<file path="config.mk">
export PLATFORM = sky130hd
export DESIGN_NAME = wdt_ctrl
export DESIGN_NICKNAME = d
export VERILOG_FILES = /design/src/rtl/wdt_ctrl.sv
export SDC_FILE = /design/constraint.sdc
export NUM_CORES = 1
export LEC_CHECK = 0
export ABC_AREA = 1
export BUFFER_PORTS_ARGS = -buffer_cell sky130_fd_sc_hd__buf_2
export CORE_MARGIN = 5
export CORE_UTILIZATION = 45
export DETAILED_ROUTE_END_ITERATION = 16
export PLACE_DENSITY = 0.73
export SYNTH_ARGS = -nofsm -noshare
export SYNTH_HDL_FRONTEND = slang
export SYNTH_SLANG_ARGS = --single-unit
</file>
<file path="constraint.sdc">
create_clock -name clk -period 3.5 [get_ports clk]
set_input_delay 0.175 -clock clk [delete_from_list [all_inputs] [get_ports clk]]
set_output_delay 0.175 -clock clk [all_outputs]
set_load 0.02 [all_outputs]
</file>
<file path="src/rtl/wdt_ctrl.sv">
// Register-mapped sequencer for the watchdog timer's WDEN/WDLIVE/WTOCNT inputs.
// Turns bus writes into timed enable, kick and safe-reload operations and latches WTO as sticky status.
module wdt_ctrl #(
    parameter int LIVE_CYCLES = 4,
    parameter int CNT_W       = 32
) (
    input  logic             clk,
    input  logic             rst,
    input  logic             req_valid,
    output logic             req_ready,
    input  logic             req_write,
    input  logic [3:0]       req_addr,
    input  logic [31:0]      req_wdata,
    output logic             rsp_valid,
    output logic [31:0]      rsp_rdata,
    output logic             rsp_err,
    output logic             WDEN,
    output logic             WDLIVE,
    output logic [CNT_W-1:0] WTOCNT,
    input  logic             WTO,
    output logic             irq
);

    typedef enum logic [1:0] {
        S_IDLE,
        S_KICK,
        S_RL_OFF,
        S_RL_LOAD
    } state_t;

    localparam logic [1:0] REG_CTRL   = 2'd0;
    localparam logic [1:0] REG_KICK   = 2'd1;
    localparam logic [1:0] REG_CNT    = 2'd2;
    localparam logic [1:0] REG_STATUS = 2'd3;

    localparam logic [7:0] LIVE_INIT = 8'(LIVE_CYCLES - 1);

    state_t           state, state_nx;
    logic             en, en_nx;
    logic             ie, ie_nx;
    logic             to, to_nx;
    logic [CNT_W-1:0] cnt, cnt_nx;
    logic [CNT_W-1:0] reload, reload_nx;
    logic [7:0]       live, live_nx;
    logic             rsp_valid_nx;
    logic             rsp_err_nx;
    logic [31:0]      rsp_rdata_nx;

    logic             accept;
    logic             addr_ok;
    logic [31:0]      cnt_ext;

    assign accept  = req_valid && (state == S_IDLE);
    assign addr_ok = (req_addr[1:0] == 2'b00);
    assign cnt_ext = 32'(cnt);

    // NOTE: every variable gets a default at the top of always_comb so no path leaves it unassigned, which would infer a latch.
    always_comb begin
        state_nx     = state;
        en_nx        = en;
        ie_nx        = ie;
        to_nx        = to;
        cnt_nx       = cnt;
        reload_nx    = reload;
        live_nx      = live;
        rsp_valid_nx = accept;
        rsp_err_nx   = accept && !addr_ok;
        rsp_rdata_nx = '0;

        case (state)
            S_IDLE: begin
                if (accept && addr_ok) begin
                    case (req_addr[3:2])
                        REG_CTRL: begin
                            if (req_write) begin
                                en_nx = req_wdata[0];
                                ie_nx = req_wdata[1];
                            end else begin
                                rsp_rdata_nx = {30'd0, ie, en};
                            end
                        end
                        REG_KICK: begin
                            if (req_write) begin
                                state_nx = S_KICK;
                                live_nx  = LIVE_INIT;
                            end
                        end
                        REG_CNT: begin
                            if (req_write) begin
                                // A running watchdog is disabled around the count change so it never sees WTOCNT move.
                                if (en) begin
                                    state_nx  = S_RL_OFF;
                                    reload_nx = req_wdata[CNT_W-1:0];
                                end else begin
                                    cnt_nx = req_wdata[CNT_W-1:0];
                                end
                            end else begin
                                rsp_rdata_nx = cnt_ext;
                            end
                        end
                        default: begin
                            if (req_write) begin
                                if (req_wdata[0]) to_nx = 1'b0;
                            end else begin
                                rsp_rdata_nx = {30'd0, (state != S_IDLE), to};
                            end
                        end
                    endcase
                end
            end
            S_KICK: begin
                if (live == 8'd0) state_nx = S_IDLE;
                else              live_nx  = live - 8'd1;
            end
            S_RL_OFF: begin
                state_nx = S_RL_LOAD;
                cnt_nx   = reload;
            end
            S_RL_LOAD: state_nx = S_IDLE;
            default:   state_nx = S_IDLE;
        endcase

        // A timeout in the same cycle as a clear must win.
        if (WTO) to_nx = 1'b1;
    end

    // NOTE: sequential state uses non-blocking assignments so every register samples pre-edge values.
    always_ff @(posedge clk or posedge rst) begin
        if (rst) begin
            state <= S_IDLE;
        end else begin
            state <= state_nx;
        end
    end

    always_ff @(posedge clk or posedge rst) begin
        if (rst) begin
            en        <= 1'b0;
            ie        <= 1'b0;
            to        <= 1'b0;
            cnt       <= '0;
            reload    <= '0;
            live      <= '0;
            rsp_valid <= 1'b0;
            rsp_err   <= 1'b0;
            rsp_rdata <= '0;
        end else begin
            en        <= en_nx;
            ie        <= ie_nx;
            to        <= to_nx;
            cnt       <= cnt_nx;
            reload    <= reload_nx;
            live      <= live_nx;
            rsp_valid <= rsp_valid_nx;
            rsp_err   <= rsp_err_nx;
            rsp_rdata <= rsp_rdata_nx;
        end
    end

    assign req_ready = (state == S_IDLE);
    assign WDEN      = en && ((state == S_IDLE) || (state == S_KICK));
    assign WDLIVE    = (state != S_IDLE);
    assign WTOCNT    = cnt;
    assign irq       = to && ie;

endmodule

</file>
==> run_summary.xml, run 1 <==
<?xml version="1.0" encoding="UTF-8"?>
<metrics>
  <group name="timing">
    <metric name="clock_skew" unit="ns">0.0104</metric>
    <metric name="postLayoutSetupSlackWorst" unit="ns">1.52</metric>
    <metric name="shortest_period_the_worst_path_allows" unit="ns">1.98</metric>
    <metric name="final-hold-violation-count" unit="">0</metric>
    <metric name="report.final.slew_viol_count" unit="">0</metric>
    <metric name="fmax" unit="MHz">505</metric>
    <metric name="timing.max_slew.rel_slack" unit="%">32.4</metric>
    <metric name="final_min_period_over_clock_period" unit="%">56.6</metric>
    <metric name="rsz0062_at_grt" unit="">false</metric>
    <metric name="timing.setup.tns" unit="ns">0</metric>
    <metric name="worst-slew-pin-transition" unit="ns">1.01</metric>
    <metric name="setup_violations" unit="">0</metric>
  </group>
  <group name="floorplanning">
    <metric name="floorplan.die_area" unit="um2">12700</metric>
    <metric name="rows" unit="">37</metric>
    <metric name="floorplan.die.width" unit="um">113</metric>
    <metric name="chipHeight" unit="um">113</metric>
    <metric name="placeableCoreArea" unit="um2">10300</metric>
    <metric name="design.portCount" unit="">111</metric>
    <metric name="initial_utilization" unit="%">46.0</metric>
  </group>
  <group name="cts">
    <metric name="post_cts_resized" unit="">0</metric>
    <metric name="depth_of_the_cts_h_tree" unit="">3</metric>
    <metric name="clk_path_buf_depth" unit="">2</metric>
    <metric name="clk_transition_reported_paths" unit="ns">0.10</metric>
    <metric name="tritoncts.num_buffers" unit="">9</metric>
    <metric name="clkLatencyLatePin" unit="ns">0.37</metric>
    <metric name="tritoncts" unit="">yes</metric>
    <metric name="clock_sinks" unit="">111</metric>
    <metric name="cts_setup_buffers" unit="">0</metric>
    <metric name="cts.root.buffer_cell" unit="">sky130_fd_sc_hd__clkbuf_8</metric>
    <metric name="cts-hold-fix-buffers" unit="">2</metric>
  </group>
  <group name="finish">
    <metric name="diodes" unit="">0</metric>
    <metric name="drive_above_1_share" unit="%">22.6</metric>
    <metric name="layout.core_utilization" unit="%">54.5</metric>
    <metric name="num-nets-final" unit="">662</metric>
    <metric name="areaGrowthSynthToFinish" unit="%">18.4</metric>
    <metric name="num-fill-cells" unit="">936</metric>
  </group>
  <group name="drt">
    <metric name="via_count" unit="">3797</metric>
    <metric name="detail_routed_via_count_per_cell" unit="">5.00</metric>
    <metric name="remaining_drc_errors" unit="">0</metric>
    <metric name="drt-pass1-iter-count" unit="">4</metric>
    <metric name="drt.antenna.violating_nets" unit="">0</metric>
    <metric name="drt_wl_total" unit="um">11200</metric>
    <metric name="wire_per_inst" unit="um">14.7</metric>
    <metric name="drt_iter0_drc" unit="">281</metric>
  </group>
  <group name="global_route">
    <metric name="gr-total-overflow" unit="">0</metric>
    <metric name="grt.total_usage" unit="%">18.7</metric>
    <metric name="grt_first_pass_wirelength" unit="um">19300</metric>
    <metric name="pin_count_of_the_biggest_net_entering_global_routing" unit="">65</metric>
    <metric name="grt_antenna_before_repair" unit="">0</metric>
    <metric name="grt_pass1_vias" unit="">3928</metric>
  </group>
  <group name="logic_synthesis">
    <metric name="ys_warn_count" unit="">0</metric>
    <metric name="number_of_unique_standard_cell_types_used_by_synthesis" unit="">24</metric>
    <metric name="cells_taking_the_most_area_after_synthesis" unit="">sky130_fd_sc_hd__dfrtp_1 (59%), sky130_fd_sc_hd__nand2_1 (14%), sky130_fd_sc_hd__mux2i_1 (6.8%), sky130_fd_sc_hd__nand3_1 (4.8%), sky130_fd_sc_hd__nor2_1 (3.5%)</metric>
    <metric name="post_synth_inst_count" unit="">513</metric>
    <metric name="post-synth-top-area-cell" unit="">sky130_fd_sc_hd__dfrtp_1</metric>
    <metric name="seq_area_frac_synth" unit="%">58.7</metric>
    <metric name="synthesized_netlist_net_count" unit="">556</metric>
    <metric name="yosys.area.top_type_share" unit="%">58.7</metric>
    <metric name="post_synth.cell_area_avg" unit="um2">9.22</metric>
    <metric name="post_synth_instance_area" unit="um2">4730</metric>
    <metric name="ys_ff_latch" unit="">111</metric>
  </group>
  <group name="critical_path">
    <metric name="cp_data_arrival_time" unit="ns">2.28</metric>
    <metric name="timing.critical_path.required" unit="ns">3.80</metric>
    <metric name="crit_type" unit="">flip-flop to flip-flop</metric>
    <metric name="worst_r2r_startpoint" unit="">state[1]</metric>
    <metric name="cp_max_fo" unit="">31</metric>
    <metric name="critical_path.startpoint" unit="">state[1]</metric>
    <metric name="crit_path_start_kind" unit="">flip-flop</metric>
    <metric name="worstSetupEndpointType" unit="">flip-flop</metric>
  </group>
  <group name="pwr">
    <metric name="p_per_area" unit="nW/um2">386</metric>
    <metric name="irDropWorstVdd" unit="mV">0.219</metric>
    <metric name="cellLeakagePower" unit="nW">3.24</metric>
  </group>
  <group name="worst_hold_path">
    <metric name="worstHoldStart" unit="">req_wdata[10]</metric>
    <metric name="hp-class" unit="">input port to flip-flop</metric>
  </group>
  <group name="run_status">
    <metric name="status" unit="">completed</metric>
  </group>
  <group name="placement">
    <metric name="placement.setup.worst_slack" unit="ns">1.52</metric>
    <metric name="dp_hpwl" unit="um">7810</metric>
    <metric name="port_buffers" unit="">110</metric>
    <metric name="place_congestion" unit="">0.875</metric>
  </group>
  <group name="job">
    <metric name="drv_cap" unit="">0</metric>
  </group>
</metrics>
metrics by stage:
| stage | total power [mW] | hold slack (ns) | std cells | instance area [um2] |
|---|---|---|---|---|
| after floorplan | 1.35 | 0.273 | 513 | 4730 |
| after global placement | 1.39 | 0.326 | 742 | 5370 |
| after detailed placement | 1.40 | 0.331 | 742 | 5370 |
| after CTS | 2.18 | 0.0253 | 760 | 5600 |
| after global routing | 2.26 | 0.0395 | 760 | 5600 |
| final | 2.16 | 0.0411 | 760 | 5600 |
logic make-up after synthesis:
family	after synthesis	synth area share (%)
compound gates	44	4.79
xor+xnor	2	0.370
fa+ha+maj	2	0.529
buf+inv	48	4.68
flops	111	58.7
mux	32	6.77
simple gates	274	24.1
worst paths after layout:
kind	endpoint	slack, ns	cells past startpoint
max	rsp_rdata[20]	1.52	5
min	reload[10]	0.04	3
max reg2reg	rsp_rdata[20]	1.52	5
min reg2reg	reload[19]	0.48	2
max in group asynchronous	reload[9]	2.17	4
min in group asynchronous	rsp_rdata[13]	0.46	3
routing by layer:
metal | up-vias | wire, um | GRT usage, % | part of all wire [%]
met5 | - | 0 | 0 | 0
met4 | 0 | 248 | 7.13 | 2.2
met3 | 20 | 858 | 4.85 | 7.7
met2 | 128 | 5120 | 29.0 | 46
met1 | 1792 | 4950 | 25.4 | 44
li1 | 1857 | - | - | -
cell usage after synthesis, drive strengths merged:
library cell / instances
xor2: 1
inv: 24
nand3b: 1
mux2i: 32
nand4: 4
clkbuf: 6
nor3: 1
a211oi: 1
a21oi: 2
xnor2: 1
nand3: 46
nand2: 176
ha: 2
o21ai: 41
dfrtp: 111
nor2: 46
buf: 18
area by class of cell:
class	count	area [um2]	share of cell area (%)
Timing Repair Buffer	119	623	11.1
Sequential cell	111	2780	49.6
Inverter	24	92.6	1.65
Clock buffer	10	138	2.46
Clock inverter	6	66.3	1.18
Multi-Input combinational cell	354	1730	30.9
Tap cell	136	170	3.04
layout by cell type, fill, tap and decap left out, drive strengths merged:
cell,instances
nor2,46
nand2,176
nand3,46
a21oi,2
ha,2
clkinv,3
xor2,1
nand4,4
inv,26
o21ai,41
a211oi,1
nor3,1
nand3b,1
clkbuf,10
bufinv,1
mux2i,32
dlygate4sd3,2
dfrtp,111
xnor2,1
buf,117
worst max-delay path, cell delays in order, from the launching register on:
cell and delay [ns]:
sky130_fd_sc_hd__dfrtp_1 0.47, sky130_fd_sc_hd__nor2_4 0.24, sky130_fd_sc_hd__nand3_4 0.14, sky130_fd_sc_hd__inv_1 0.76, sky130_fd_sc_hd__nand2_1 0.15, sky130_fd_sc_hd__nor2_1 0.14
where the power goes:
part                  switching [mW]  total (mW)  internal (mW)
clock                          0.439       0.794          0.355
sequential     0.0000000000000000219        1.28           1.28
combinational                 0.0591      0.0881         0.0290
total                          0.498        2.16           1.67
registers in the layout (all words and copies together) (netlist names):
signal,count
WTOCNT,32
reload,32
rsp_rdata,32
live,8
state,2
en,1
ie,1
rsp_err,1
rsp_valid,1
to,1
Power figures use the tool's default switching activity.
==> inputs of run 2 (changes only) <==
--- a/config.mk
+++ b/config.mk
@@ -5,7 +5,7 @@
 export SDC_FILE = /design/constraint.sdc
 export NUM_CORES = 1
 export LEC_CHECK = 0
-export ABC_AREA = 1
+export ABC_AREA = 0
 export BUFFER_PORTS_ARGS = -buffer_cell sky130_fd_sc_hd__buf_2
 export CORE_MARGIN = 5
 export CORE_UTILIZATION = 45
==> constraint.sdc (replaced) <==
create_clock -name clk -period 1.9 [get_ports clk]
set_input_delay 0.095 -clock clk [delete_from_list [all_inputs] [get_ports clk]]
set_output_delay 0.095 -clock clk [all_outputs]
set_load 0.02 [all_outputs]
==> run 2 against run 1 <==
  * Clock skew about the same
  * Design area up 4.7%
  * Non-clock buffer count up 42
  * Area after synthesis down 5.1%
  * Die area down 4.7%
  * Largest power group unchanged
  * Sequential power rose to 2.5 times the previous value
  * Critical endpoint is now live[7]
  * Critical path depth down 1
  * Flip-flop and latch count unchanged
  * Combinational power rose to 25 times the previous value
  * Highest routed layer unchanged
  * Utilization up 5.8 points
==> run_summary.xml, run 2 <==
<?xml version="1.0" encoding="UTF-8"?>
<metrics>
  <group name="floorplanning">
    <metric name="design.portCount" unit="">111</metric>
    <metric name="rows" unit="">36</metric>
    <metric name="floorplan.die.width" unit="um">110</metric>
    <metric name="floorplan.die_area" unit="um2">12100</metric>
    <metric name="placeableCoreArea" unit="um2">9730</metric>
    <metric name="chipHeight" unit="um">110</metric>
    <metric name="initial_utilization" unit="%">46.1</metric>
  </group>
  <group name="cts">
    <metric name="clk_path_buf_depth" unit="">2</metric>
    <metric name="clkLatencyLatePin" unit="ns">0.37</metric>
    <metric name="cts_setup_buffers" unit="">0</metric>
    <metric name="clk_transition_reported_paths" unit="ns">0.10</metric>
    <metric name="tritoncts.num_buffers" unit="">9</metric>
    <metric name="cts.root.buffer_cell" unit="">sky130_fd_sc_hd__clkbuf_8</metric>
    <metric name="clock_sinks" unit="">111</metric>
    <metric name="depth_of_the_cts_h_tree" unit="">3</metric>
    <metric name="tritoncts" unit="">yes</metric>
  </group>
  <group name="timing">
    <metric name="timing.max_slew.rel_slack" unit="%">65.3</metric>
    <metric name="shortest_period_the_worst_path_allows" unit="ns">1.84</metric>
    <metric name="report.final.slew_viol_count" unit="">0</metric>
    <metric name="timing.setup.tns" unit="ns">0</metric>
    <metric name="fin_hold_ws" unit="ns">0.0337</metric>
    <metric name="postLayoutSetupSlackWorst" unit="ns">0.0585</metric>
    <metric name="setup_violations" unit="">0</metric>
    <metric name="final_min_period_over_clock_period" unit="%">96.9</metric>
    <metric name="final-hold-violation-count" unit="">0</metric>
    <metric name="rsz0062_at_grt" unit="">false</metric>
    <metric name="clock_skew" unit="ns">0.0101</metric>
    <metric name="worst-slew-pin-transition" unit="ns">0.519</metric>
    <metric name="fmax" unit="MHz">543</metric>
  </group>
  <group name="logic_synthesis">
    <metric name="synth_simple_gate_area_share" unit="%">14.6</metric>
    <metric name="synth_edf_count" unit="">0</metric>
    <metric name="netlist_top_cells_count" unit="">sky130_fd_sc_hd__dfrtp_1 (111), sky130_fd_sc_hd__mux2_2 (34), sky130_fd_sc_hd__or3_1 (33)</metric>
    <metric name="post-synth-top-area-cell" unit="">sky130_fd_sc_hd__dfrtp_1</metric>
    <metric name="combinational_family_with_the_most_area_after_synthesis" unit="">simple AND/OR/NAND/NOR gates</metric>
    <metric name="post_synth.cell_area_avg" unit="um2">13.6</metric>
    <metric name="compound_gate_fraction_of_synth_area" unit="%">10.8</metric>
    <metric name="yosys.area.top_type_share" unit="%">61.9</metric>
    <metric name="ys_async_sr_fraction" unit="%">100</metric>
    <metric name="number_of_unique_standard_cell_types_used_by_synthesis" unit="">40</metric>
    <metric name="seq_area_frac_synth" unit="%">61.9</metric>
    <metric name="post_synth_inst_count" unit="">331</metric>
    <metric name="ys_warn_count" unit="">0</metric>
    <metric name="synthesized_netlist_net_count" unit="">374</metric>
    <metric name="library_cell_with_the_highest_instance_count_after_synthesis" unit="">sky130_fd_sc_hd__dfrtp_1</metric>
    <metric name="yosys_most_used_dff" unit="">sky130_fd_sc_hd__dfrtp_1</metric>
    <metric name="cells_taking_the_most_area_after_synthesis" unit="">sky130_fd_sc_hd__dfrtp_1 (62%), sky130_fd_sc_hd__mux2_2 (8.5%), sky130_fd_sc_hd__o221a_2 (8.0%), sky130_fd_sc_hd__or3_1 (4.6%), sky130_fd_sc_hd__and2_1 (4.5%)</metric>
    <metric name="post_synth_fa_ha_maj_area_fraction" unit="%">0.558</metric>
    <metric name="yosys.area_share.xor_xnor" unit="%">0.390</metric>
    <metric name="ys_ff_latch" unit="">111</metric>
    <metric name="mux_cell_area_share_after_synthesis" unit="%">9.20</metric>
    <metric name="post_synth_instance_area" unit="um2">4490</metric>
  </group>
  <group name="critical_path">
    <metric name="timing.critical_path.required" unit="ns">2.16</metric>
    <metric name="crit_type" unit="">flip-flop to flip-flop</metric>
    <metric name="worst_r2r_startpoint" unit="">live[2]</metric>
    <metric name="worstSetupEndpointType" unit="">flip-flop</metric>
    <metric name="r2r_end" unit="">live[7]</metric>
    <metric name="worst-r2r-cell-count" unit="">4</metric>
    <metric name="cp_data_arrival_time" unit="ns">2.10</metric>
    <metric name="crit_path_start_kind" unit="">flip-flop</metric>
    <metric name="reg2reg_slack" unit="ns">0.06</metric>
    <metric name="cp_max_fo" unit="">5</metric>
  </group>
  <group name="drt">
    <metric name="drt_wl_total" unit="um">10200</metric>
    <metric name="drt.antenna.violating_nets" unit="">0</metric>
    <metric name="drt-pass1-iter-count" unit="">4</metric>
    <metric name="detail_routed_via_count_per_cell" unit="">5.19</metric>
    <metric name="via_count" unit="">3211</metric>
    <metric name="drt_iter0_drc" unit="">169</metric>
    <metric name="wire_per_inst" unit="um">16.4</metric>
    <metric name="remaining_drc_errors" unit="">0</metric>
  </group>
  <group name="global_route">
    <metric name="globalRouteMet1Util" unit="%">24.1</metric>
    <metric name="grt_pass1_vias" unit="">3283</metric>
    <metric name="grt_antenna_before_repair" unit="">0</metric>
    <metric name="grt.total_usage" unit="%">17.6</metric>
    <metric name="gr-total-overflow" unit="">0</metric>
    <metric name="grt-busiest-layer" unit="">met2</metric>
    <metric name="use_met2" unit="%">28.8</metric>
    <metric name="pin_count_of_the_biggest_net_entering_global_routing" unit="">48</metric>
    <metric name="grt_first_pass_wirelength" unit="um">16500</metric>
    <metric name="global_route.usage.met3" unit="%">3.99</metric>
  </group>
  <group name="placement">
    <metric name="post_dp_cell_area" unit="um2">5320</metric>
    <metric name="place_congestion" unit="">0.791</metric>
    <metric name="placement.setup.worst_slack" unit="ns">0.0679</metric>
    <metric name="dp_hpwl" unit="um">6910</metric>
    <metric name="port_buffers" unit="">110</metric>
    <metric name="post-place-cells" unit="">568</metric>
  </group>
  <group name="worst_hold_path">
    <metric name="whs_endpoint" unit="">en</metric>
    <metric name="worstHoldStart" unit="">req_wdata[0]</metric>
    <metric name="hold-path-cell-count" unit="">2</metric>
    <metric name="hp-class" unit="">input port to flip-flop</metric>
  </group>
  <group name="job">
    <metric name="drv_cap" unit="">0</metric>
  </group>
  <group name="finish">
    <metric name="diodes" unit="">0</metric>
    <metric name="areaGrowthSynthToFinish" unit="%">30.6</metric>
    <metric name="instances_no_fill" unit="">619</metric>
    <metric name="num-fill-cells" unit="">811</metric>
    <metric name="most-common-layout-cells" unit="">sky130_fd_sc_hd__dfrtp_1 (111), sky130_fd_sc_hd__buf_2 (110), sky130_fd_sc_hd__dlygate4sd3_1 (36), sky130_fd_sc_hd__mux2_2 (34), sky130_fd_sc_hd__or3_1 (33)</metric>
    <metric name="drive_above_1_share" unit="%">45.1</metric>
    <metric name="fin_area" unit="um2">5860</metric>
    <metric name="num-nets-final" unit="">525</metric>
    <metric name="layout.core_utilization" unit="%">60.2</metric>
    <metric name="layout_commonest_cell" unit="">sky130_fd_sc_hd__dfrtp_1</metric>
  </group>
  <group name="run_status">
    <metric name="status" unit="">completed</metric>
  </group>
  <group name="pwr">
    <metric name="irDropWorstVdd" unit="mV">0.503</metric>
    <metric name="cellLeakagePower" unit="nW">2.92</metric>
    <metric name="p_per_area" unit="nW/um2">1150</metric>
    <metric name="totalPowerFinal" unit="mW">6.74</metric>
  </group>
</metrics>
run 2: cell types whose count changed in the layout (fill, tap and decap cells not counted), moves of 29 or more:
cell | before | now
sky130_fd_sc_hd__dlygate4sd3_1 | 2 | 36
sky130_fd_sc_hd__or3_1 | 0 | 33
sky130_fd_sc_hd__nand3_1 | 45 | 4
sky130_fd_sc_hd__nand2_1 | 173 | 7
sky130_fd_sc_hd__nor2_1 | 44 | 6
sky130_fd_sc_hd__and2_1 | 0 | 31
sky130_fd_sc_hd__mux2i_1 | 32 | 3
sky130_fd_sc_hd__o221a_2 | 0 | 32
sky130_fd_sc_hd__mux2_2 | 0 | 34
run 2: cells by family after synthesis:
kind of cell | after synthesis
fa+ha+maj | 2
simple gates | 105
compound gates | 47
flops | 111
mux | 37
xor+xnor | 2
buf+inv | 27
run 2: repair_timing:
item	4_1_cts	5_1_grt
gates resized for setup	0	2
endpoints found under the hold margin	53	0
setup endpoints to repair	0	2
hold buffers	36	0
run 2: worst max-delay path, stage by stage (launching register included):
cell and delay, ns:
sky130_fd_sc_hd__dfrtp_1 0.43, sky130_fd_sc_hd__or3_4 0.44, sky130_fd_sc_hd__or3_4 0.36, sky130_fd_sc_hd__o311a_1 0.29, sky130_fd_sc_hd__a211o_1 0.22
run 2: worst max-delay path by stage:
stage | start | endpoint | slack (ns) | cells after the start
2_1_floorplan | state[0] | rsp_rdata[10] | 0.007 | 6
3_3_place_gp | live[2] | live[7] | 0.1 | 4
3_5_place_dp | live[2] | live[7] | 0.07 | 4
4_1_cts | live[2] | live[7] | 0.06 | 4
5_1_grt | state[0] | WTOCNT[28] | 0.01 | 5
6_report | live[2] | live[7] | 0.06 | 4
run 2: final cells by class:
cell class / count / area (um2) / area share, %
Sequential cell: 111 / 2780 / 47.4
Multi-Input combinational cell: 193 / 1630 / 27.7
Timing Repair Buffer: 161 / 1090 / 18.5
Tap cell: 133 / 166 / 2.84
Clock buffer: 10 / 138 / 2.35
Clock inverter: 5 / 41.3 / 0.704
Inverter: 6 / 26.3 / 0.448
run 2: power by group:
part           leakage (nW)  switching [mW]  total [mW]  internal [mW]
registers              1.47           0.385        3.24           2.86
clock network        0.0854           0.795        1.31          0.518
logic                  1.37            1.23        2.19          0.958
total                  2.92            2.41        6.74           4.33
run 2: routing by layer:
metal  wire [um]  up-vias
met3         648        7
met4          80        0
met2        4950      103
li1            -     1507
met1        4500     1594
met5           0        -
